--- src/rtl/write_fifo.sv ---
// Synchronous circular-buffer FIFO behind the multi-writer arbiter.
// Keeps a record count, registered full/empty, and sticky overflow/underflow flags.
module write_fifo #(
   parameter int DATA_W = 8,
   parameter int DEPTH  = 8
) (
   input  logic                     i_clk,
   input  logic                     i_reset,
   input  logic                     i_we,
   input  logic [DATA_W-1:0]        i_wdata,
   input  logic                     i_re,
   output logic [DATA_W-1:0]        o_rdata,
   output logic                     o_rvalid,
   output logic [$clog2(DEPTH):0]   o_records,
   output logic                     o_full,
   output logic                     o_empty,
   output logic                     o_overflow,
   output logic                     o_underflow
);

   localparam int AW    = $clog2(DEPTH);
   localparam int CNT_W = AW + 1;

   logic [DATA_W-1:0] mem [DEPTH];
   logic [AW-1:0]     wptr_r;
   logic [AW-1:0]     rptr_r;
   logic              rd_ok_s;
   logic              wr_ok_s;
   logic [CNT_W-1:0]  rec_next_s;

   // Accept decisions; a full FIFO still takes a write when a read frees a slot.
   always_comb begin
      rd_ok_s = i_re && !o_empty;
      wr_ok_s = i_we && (!o_full || rd_ok_s);
   end

   // Next record count from the accepted write/read pair.
   always_comb begin
      rec_next_s = o_records;
      case ({wr_ok_s, rd_ok_s})
         2'b10:   rec_next_s = o_records + CNT_W'(1);
         2'b01:   rec_next_s = o_records - CNT_W'(1);
         default: rec_next_s = o_records;
      endcase
   end

   // Storage array; contents are not cleared by reset.
   always_ff @(posedge i_clk) begin
      if (wr_ok_s && !i_reset) begin
         mem[wptr_r] <= i_wdata;
      end
   end

   // Pointers, registered read port, status and sticky error flags.
   always_ff @(posedge i_clk) begin
      if (i_reset) begin
         wptr_r      <= {AW{1'b0}};
         rptr_r      <= {AW{1'b0}};
         o_rdata     <= {DATA_W{1'b0}};
         o_rvalid    <= 1'b0;
         o_records   <= {CNT_W{1'b0}};
         o_full      <= 1'b0;
         o_empty     <= 1'b1;
         o_overflow  <= 1'b0;
         o_underflow <= 1'b0;
      end else begin
         if (wr_ok_s) begin
            wptr_r <= wptr_r + AW'(1);
         end
         if (rd_ok_s) begin
            o_rdata  <= mem[rptr_r];
            rptr_r   <= rptr_r + AW'(1);
            o_rvalid <= 1'b1;
         end else begin
            o_rvalid <= 1'b0;
         end
         o_records   <= rec_next_s;
         o_full      <= (rec_next_s == CNT_W'(DEPTH));
         o_empty     <= (rec_next_s == {CNT_W{1'b0}});
         o_overflow  <= o_overflow  | (i_we && !wr_ok_s);
         o_underflow <= o_underflow | (i_re && !rd_ok_s);
      end
   end

endmodule

--- config.mk ---
export PLATFORM = sky130hd
export DESIGN_NAME = write_fifo
export DESIGN_NICKNAME = d
export VERILOG_FILES = /design/src/rtl/write_fifo.sv
export SDC_FILE = /design/constraint.sdc
export NUM_CORES = 1
export LEC_CHECK = 0
export CAP_MARGIN = 15
export CORE_MARGIN = 3
export CORE_UTILIZATION = 25
export DETAILED_ROUTE_END_ITERATION = 8
export MAX_ROUTING_LAYER = met4
export SLEW_MARGIN = 20
export SYNTH_ARGS = -nofsm -noshare
export SYNTH_HDL_FRONTEND = slang
export SYNTH_SLANG_ARGS = --single-unit
--- constraint.sdc ---
create_clock -name i_clk -period 2.7 [get_ports i_clk]
set_input_delay 0.27 -clock i_clk [delete_from_list [all_inputs] [get_ports i_clk]]
set_output_delay 0.27 -clock i_clk [all_outputs]
set_load 0.01 [all_outputs]
==> impl_metrics.json, run 1 <==
{
  "die_height_um": 123,
  "cts_max_level": 3,
  "die_area_mm2": 0.0150,
  "drt_pass1_iterations": 4,
  "seq_area_frac_synth_pct": 70.1,
  "syn-num-nets": 221,
  "p_per_area_mw_per_mm2": 799,
  "viasPerCell": 4.26,
  "max_cap_violations": 0,
  "drt_iter0_markers": 77,
  "cts_hold_buffers": 0,
  "first_global_vias": 1797,
  "drc_errors": 0,
  "finalNonFillerCells": 425,
  "synthTopCellsByArea": "edfxtp_1 (57%), dfxtp_1 (14%), mux4_2 (11%)",
  "ctsRootBufferMaster": "clkbuf_16",
  "drive_gt1_share_pct": 20.9,
  "num_vias": 1809,
  "crit_family": "XOR/XNOR gates",
  "end_kind": "flop",
  "core_area_mm2": 0.0129,
  "antenna_cells": 0,
  "yosys.area.top_type_share_pct": 56.6,
  "grt_antenna_before_repair": 0,
  "max_stage_delay_ns": 0.48,
  "cp_max_fo": 5,
  "clk_latency_ns": 0.34,
  "initial_core_util_pct": 26.3,
  "fin_total_pwr_mw": 3.42,
  "yosysTopAreaCell": "edfxtp_1",
  "dp.final_hpwl_mm": 3.97,
  "drv_slew": 0,
  "hold_path_class": "reg -> reg",
  "crit_chain": "clkdlybuf4s50_1, nand2b_1, a21boi_2, inv_2, ha_1, xor2_1, ha_1, a21oi_1, xor2_1, nor2_1, xnor2_1, nor4bb_1",
  "skew_ns": 0.00847,
  "die_x_um": 123,
  "setup_viol": 0,
  "yosysWarningCount": 0,
  "worst-setup-path-type": "in -> reg",
  "wirelength_mm": 6.17,
  "rsz0062_at_grt": "no",
  "ioPinCount": 29,
  "place_congestion": 0.756,
  "ant_nets": 0,
  "crit_path_start_kind": "input pin",
  "cts_sinks": 87,
  "irDropWorstVdd_uv": 313,
  "post-cts-setup-buffers": 0,
  "grt_pass1_wl_mm": 9.74,
  "portBuffers": 28,
  "syn_area_mm2": 0.00340,
  "worstPathRequired_ns": 2.94,
  "ctsResizeCount": 0,
  "cts_tree": "yes",
  "grt.total_usage_pct": 9.19,
  "num_rows": 41,
  "tns_ns": 0,
  "max_slew.worst_pin.slew_ns": 0.676,
  "area_growth_pct": 26.1,
  "gr-total-overflow": 0,
  "clock_path_buffers": 2,
  "nets": 265,
  "synth_cell_type_count": 33,
  "worstPathArrival_ns": 2.56,
  "fin_crit_sh_pct": 85.9,
  "slew_headroom_pct": 54.9,
  "power_leakage_nw": 1.40,
  "grt_max_degree": 23,
  "cts_inserted_buffers": 9,
  "finalCriticalPeriod_ns": 2.32,
  "n_fill_cell": 1251,
  "dp_cells": 409,
  "clk_pin_slew_ns": 0.06,
  "wl_per_cell_um": 14.5,
  "run_status": "finished clean",
  "crit_slowest_cell": "clkdlybuf4s50_1",
  "worst-path-buf-inv": 2,
  "post_synth.cell_area_avg_um2": 16.7,
  "syn_inst": 204,
  "ys_ff_latch": 87,
  "finalHoldViolations": 0,
  "max_freq_ghz": 0.431
}
## cell type report
class	count	area, um2	share of cell area [%]
clock buffer	9	225	5.26
clock inverter	7	104	2.42
inverter	2	7.51	0.175
multi-input combinational	105	957	22.3
sequential	87	2380	55.6
tap	172	215	5.02
timing repair buffer	43	393	9.17
## power breakdown
group	internal, mW	switching [mW]	leakage [nW]
clock	0.821	0.517	0.154
combinational	0.284	0.242	0.475
sequential	1.51	0.0497	0.767
## worst reg2reg max path: cells and delay by family (launching register included)
| family | cells | cell delay, ns |
|---|---|---|
| flip-flops | 1 | 0.33 |
| buffers and inverters | 1 | 0.06 |
| adder cells (fa/ha/maj) | 2 | 0.43 |
| AO/OA/AOI/OAI | 2 | 0.36 |
| AND/OR/NAND/NOR | 3 | 0.50 |
| XOR/XNOR | 3 | 0.55 |
## cells in the mapped netlist
cell type and count:
buf_4 1, inv_1 1, o22ai_1 1, xnor2_1 4, nor2b_2 1, o32ai_2 1
and3b_1 1, edfxtp_1 64, inv_2 1, dfxtp_1 23, nor4b_1 1, buf_2 3
nor4bb_1 1, mux4_2 16, nor2_1 24, nor3_1 3, or3_1 1, a31oi_1 2
ha_1 5, a21oi_1 5, a211oi_1 8, a31o_2 1, mux2i_1 9, nand3b_1 1
buf_8 1, or2b_1 1, nor4_1 1, clkbuf_1 5, a21boi_2 1, nor2b_1 2
xor2_1 4, nand2b_1 2, nand2_1 9
## through the flow
step                setup WS, ns  hold slack, ns  instance area [um2]  util, %
floorplan                  0.413           0.369                 3400        -
global placement           0.128           0.446                 3960     30.6
detailed placement        0.0347           0.462                 3960     30.6
CTS                        0.354           0.477                 4280     33.1
global route               0.175           0.503                 4280     33.1
finish                     0.380           0.470                 4280     33.1
## worst paths after layout
kind,from,depth (start not counted),slack (ns),end
min,o_underflow,2,0.47,o_underflow
max reg2reg,o_empty,11,0.39,o_full
max,i_re,12,0.38,o_full
min reg2reg,o_underflow,2,0.47,o_underflow
## cells by family after synthesis
logic type,after synthesis,share of synthesized area (%)
flip-flops,87,70.1
AND/OR/NAND/NOR,48,6.70
multiplexers,25,13.3
AO/OA/AOI/OAI,19,4.13
buffers and inverters,12,1.88
XOR/XNOR,8,2.06
adder cells (fa/ha/maj),5,1.84
## metal layers
layer | GRT usage (%) | vias up | wire, um
met5 | - | - | 0
met4 | 3.15 | 0 | 69
met3 | 3.13 | 6 | 294
met2 | 14.1 | 37 | 2840
met1 | 11.4 | 894 | 2970
li1 | - | 872 | -
## state kept, by name, indices dropped and copies added (netlist names)
name and cells:
rptr_r 3, mem 64, o_records 4, o_rdata 8, o_underflow 1, o_empty 1, o_full 1, o_rvalid 1
wptr_r 3, o_overflow 1
## layout by cell type (no fill, tap or decap), drive strengths merged
| cell | count |
|---|---|
| nand2 | 9 |
| nor4 | 1 |
| nand2b | 2 |
| and3b | 1 |
| clkinv | 1 |
| ha | 5 |
| nand3b | 1 |
| clkdlybuf4s50 | 28 |
| dfxtp | 23 |
| a31oi | 2 |
| xnor2 | 4 |
| nor2 | 24 |
| mux2i | 9 |
| a21oi | 5 |
| clkbuf | 9 |
| a21boi | 1 |
| nor4b | 1 |
| or3 | 1 |
| nor3 | 3 |
| nor4bb | 1 |
| or2b | 1 |
| o32ai | 1 |
| o22ai | 1 |
| mux4 | 16 |
| xor2 | 4 |
| inv | 4 |
| buf | 15 |
| clkinvlp | 2 |
| a211oi | 8 |
| bufinv | 2 |
| nor2b | 3 |
| a31o | 1 |
| edfxtp | 64 |
No activity file was read; power rests on OpenSTA's default activity.
==> inputs of run 2 (changes only) <==
CORE_MARGIN = 2   (was 3)
CTS_BUF_LIST = sky130_fd_sc_hd__clkbuf_16   (was not set)
==> run 2 against run 1 <==
- die area is 3.2% lower
- hold slack worse by 0.0043 ns
- power is 3.1% lower
- worst setup slack better by 0.020 ns
- utilization is 0.99 points lower
- cell area is 0.61% lower
- cell count is 1.2% higher
- critical path depth stayed put
- highest routed layer unchanged
==> impl_metrics.json, run 2 (synthesis gave the netlist of run 1 again) <==
{
  "run_status": "finished clean",
  "cts_inserted_buffers": 9,
  "drc_errors": 0,
  "initial_core_util_pct": 25.7,
  "worst-path-buf-inv": 2,
  "n_fill_cell": 1297,
  "tns_ns": 0,
  "slew_headroom_pct": 60.6,
  "grt.total_usage_pct": 9.28,
  "max_cap_violations": 0,
  "wl_per_cell_um": 14.4,
  "first_global_vias": 1755,
  "wirelength_mm": 6.19,
  "skew_ns": 0.00857,
  "setup_viol": 0,
  "worstPathRequired_ns": 2.94,
  "worst-setup-path-type": "in -> reg",
  "clock_path_buffers": 2,
  "ctsResizeCount": 0,
  "clk_latency_ns": 0.33,
  "gr-total-overflow": 0,
  "rsz0062_at_grt": "no",
  "max_stage_delay_ns": 0.49,
  "cts_hold_buffers": 0,
  "power_leakage_nw": 1.39,
  "largest_reg_flops": 64,
  "die_height_um": 121,
  "irDropWorstVdd_uv": 349,
  "grt_pass1_wl_mm": 9.48,
  "drive_gt1_share_pct": 20.9,
  "drt_iter0_markers": 202,
  "p_per_area_mw_per_mm2": 779,
  "num_rows": 42,
  "nets": 266,
  "ctsRootBufferMaster": "clkbuf_16",
  "end_kind": "flop",
  "worstPathArrival_ns": 2.54,
  "max_freq_ghz": 0.435,
  "place_congestion": 0.725,
  "ant_nets": 0,
  "max_slew.worst_pin.slew_ns": 0.590,
  "fin_crit_sh_pct": 85.2,
  "clk_pin_slew_ns": 0.07,
  "portBuffers": 28,
  "core_area_mm2": 0.0132,
  "num_vias": 1813,
  "reg_top3": "mem: 64 flops, o_rdata: 8 flops, o_records: 4 flops",
  "die_x_um": 121,
  "drt_pass1_iterations": 4,
  "drv_slew": 0,
  "grt_max_degree": 22,
  "grt_antenna_before_repair": 0,
  "die_area_mm2": 0.0145,
  "cts_tree": "yes",
  "crit_slowest_cell": "clkdlybuf4s50_1",
  "finalHoldViolations": 0,
  "crit_family": "buffers and inverters",
  "largest_register": "mem",
  "antenna_cells": 0,
  "hold_path_class": "reg -> reg",
  "viasPerCell": 4.22,
  "finalCriticalPeriod_ns": 2.30,
  "fin_area_mm2": 0.00426,
  "crit_path_start_kind": "input pin",
  "cts_sinks": 87,
  "area_growth_pct": 25.3,
  "ioPinCount": 29,
  "cts_max_level": 3,
  "post-cts-setup-buffers": 0,
  "dp.final_hpwl_mm": 4.06,
  "cp_max_fo": 7,
  "final_common_cell": "edfxtp_1",
  "final_cell_mix": "edfxtp_1 (64), clkdlybuf4s50_1 (28), nor2_1 (24)",
  "crit_chain": "clkdlybuf4s50_1, nand2b_1, a21boi_2, inv_2, ha_1, xor2_1, ha_1, a21oi_1, xor2_1, nor2_1, xnor2_1, nor4bb_1",
  "postPlaceCellArea_mm2": 0.00396
}
==> run 2: cell types whose count changed in the layout (fill, tap and decap cells not counted), sizes merged <==
| cell | previous run | this run |
|---|---|---|
| clkinv | 1 | 3 |
| buf | 15 | 16 |
| bufinv | 2 | 1 |
| clkinvlp | 2 | 1 |
==> run 2: layer usage <==
layer | wire length [um] | track usage (%) | vias to the layer above
met5 | 0 | - | -
met2 | 2940 | 14.2 | 47
met3 | 283 | 3.68 | 7
li1 | - | - | 876
met4 | 66 | 2.18 | 0
met1 | 2910 | 11.6 | 883
==> run 2: final timing paths <==
kind | start | to | slack [ns] | cells past startpoint
max | i_re | o_full | 0.40 | 12
min reg2reg | o_overflow | o_overflow | 0.47 | 2
max reg2reg | o_empty | o_full | 0.42 | 11
min | o_overflow | o_overflow | 0.47 | 2
==> run 2: cell type report <==
class,count,area [um2],area share [%]
Sequential cell,87,2380,56.0
Clock buffer,9,225,5.29
Inverter,2,7.51,0.176
Multi-Input combinational cell,105,951,22.3
Tap cell,176,220,5.17
Clock inverter,7,71.3,1.67
Timing Repair Buffer,44,400,9.40
==> run 2: stage by stage <==
stage	hold WS [ns]	util, %	worst slack [ns]	power, mW	std cells
finish	0.466	32.2	0.400	3.32	430
global route	0.494	32.2	0.274	3.46	430
CTS	0.471	32.2	0.395	3.35	430
detailed placement	0.454	29.9	0.0512	2.13	414
global placement	0.448	29.9	0.151	2.12	414
floorplan	0.369	-	0.413	1.93	204
==> run 2: where the power goes <==
group          switching [mW]  leakage (nW)  internal (mW)
combinational           0.248         0.478          0.287
clock                   0.504         0.146          0.719
sequential             0.0493         0.767           1.51
==> run 2: worst min-delay path, cell delays in order (launching register included) <==
cell and delay, ns:
dfxtp_1 0.32, a31oi_1 0.04, nor2_1 0.07
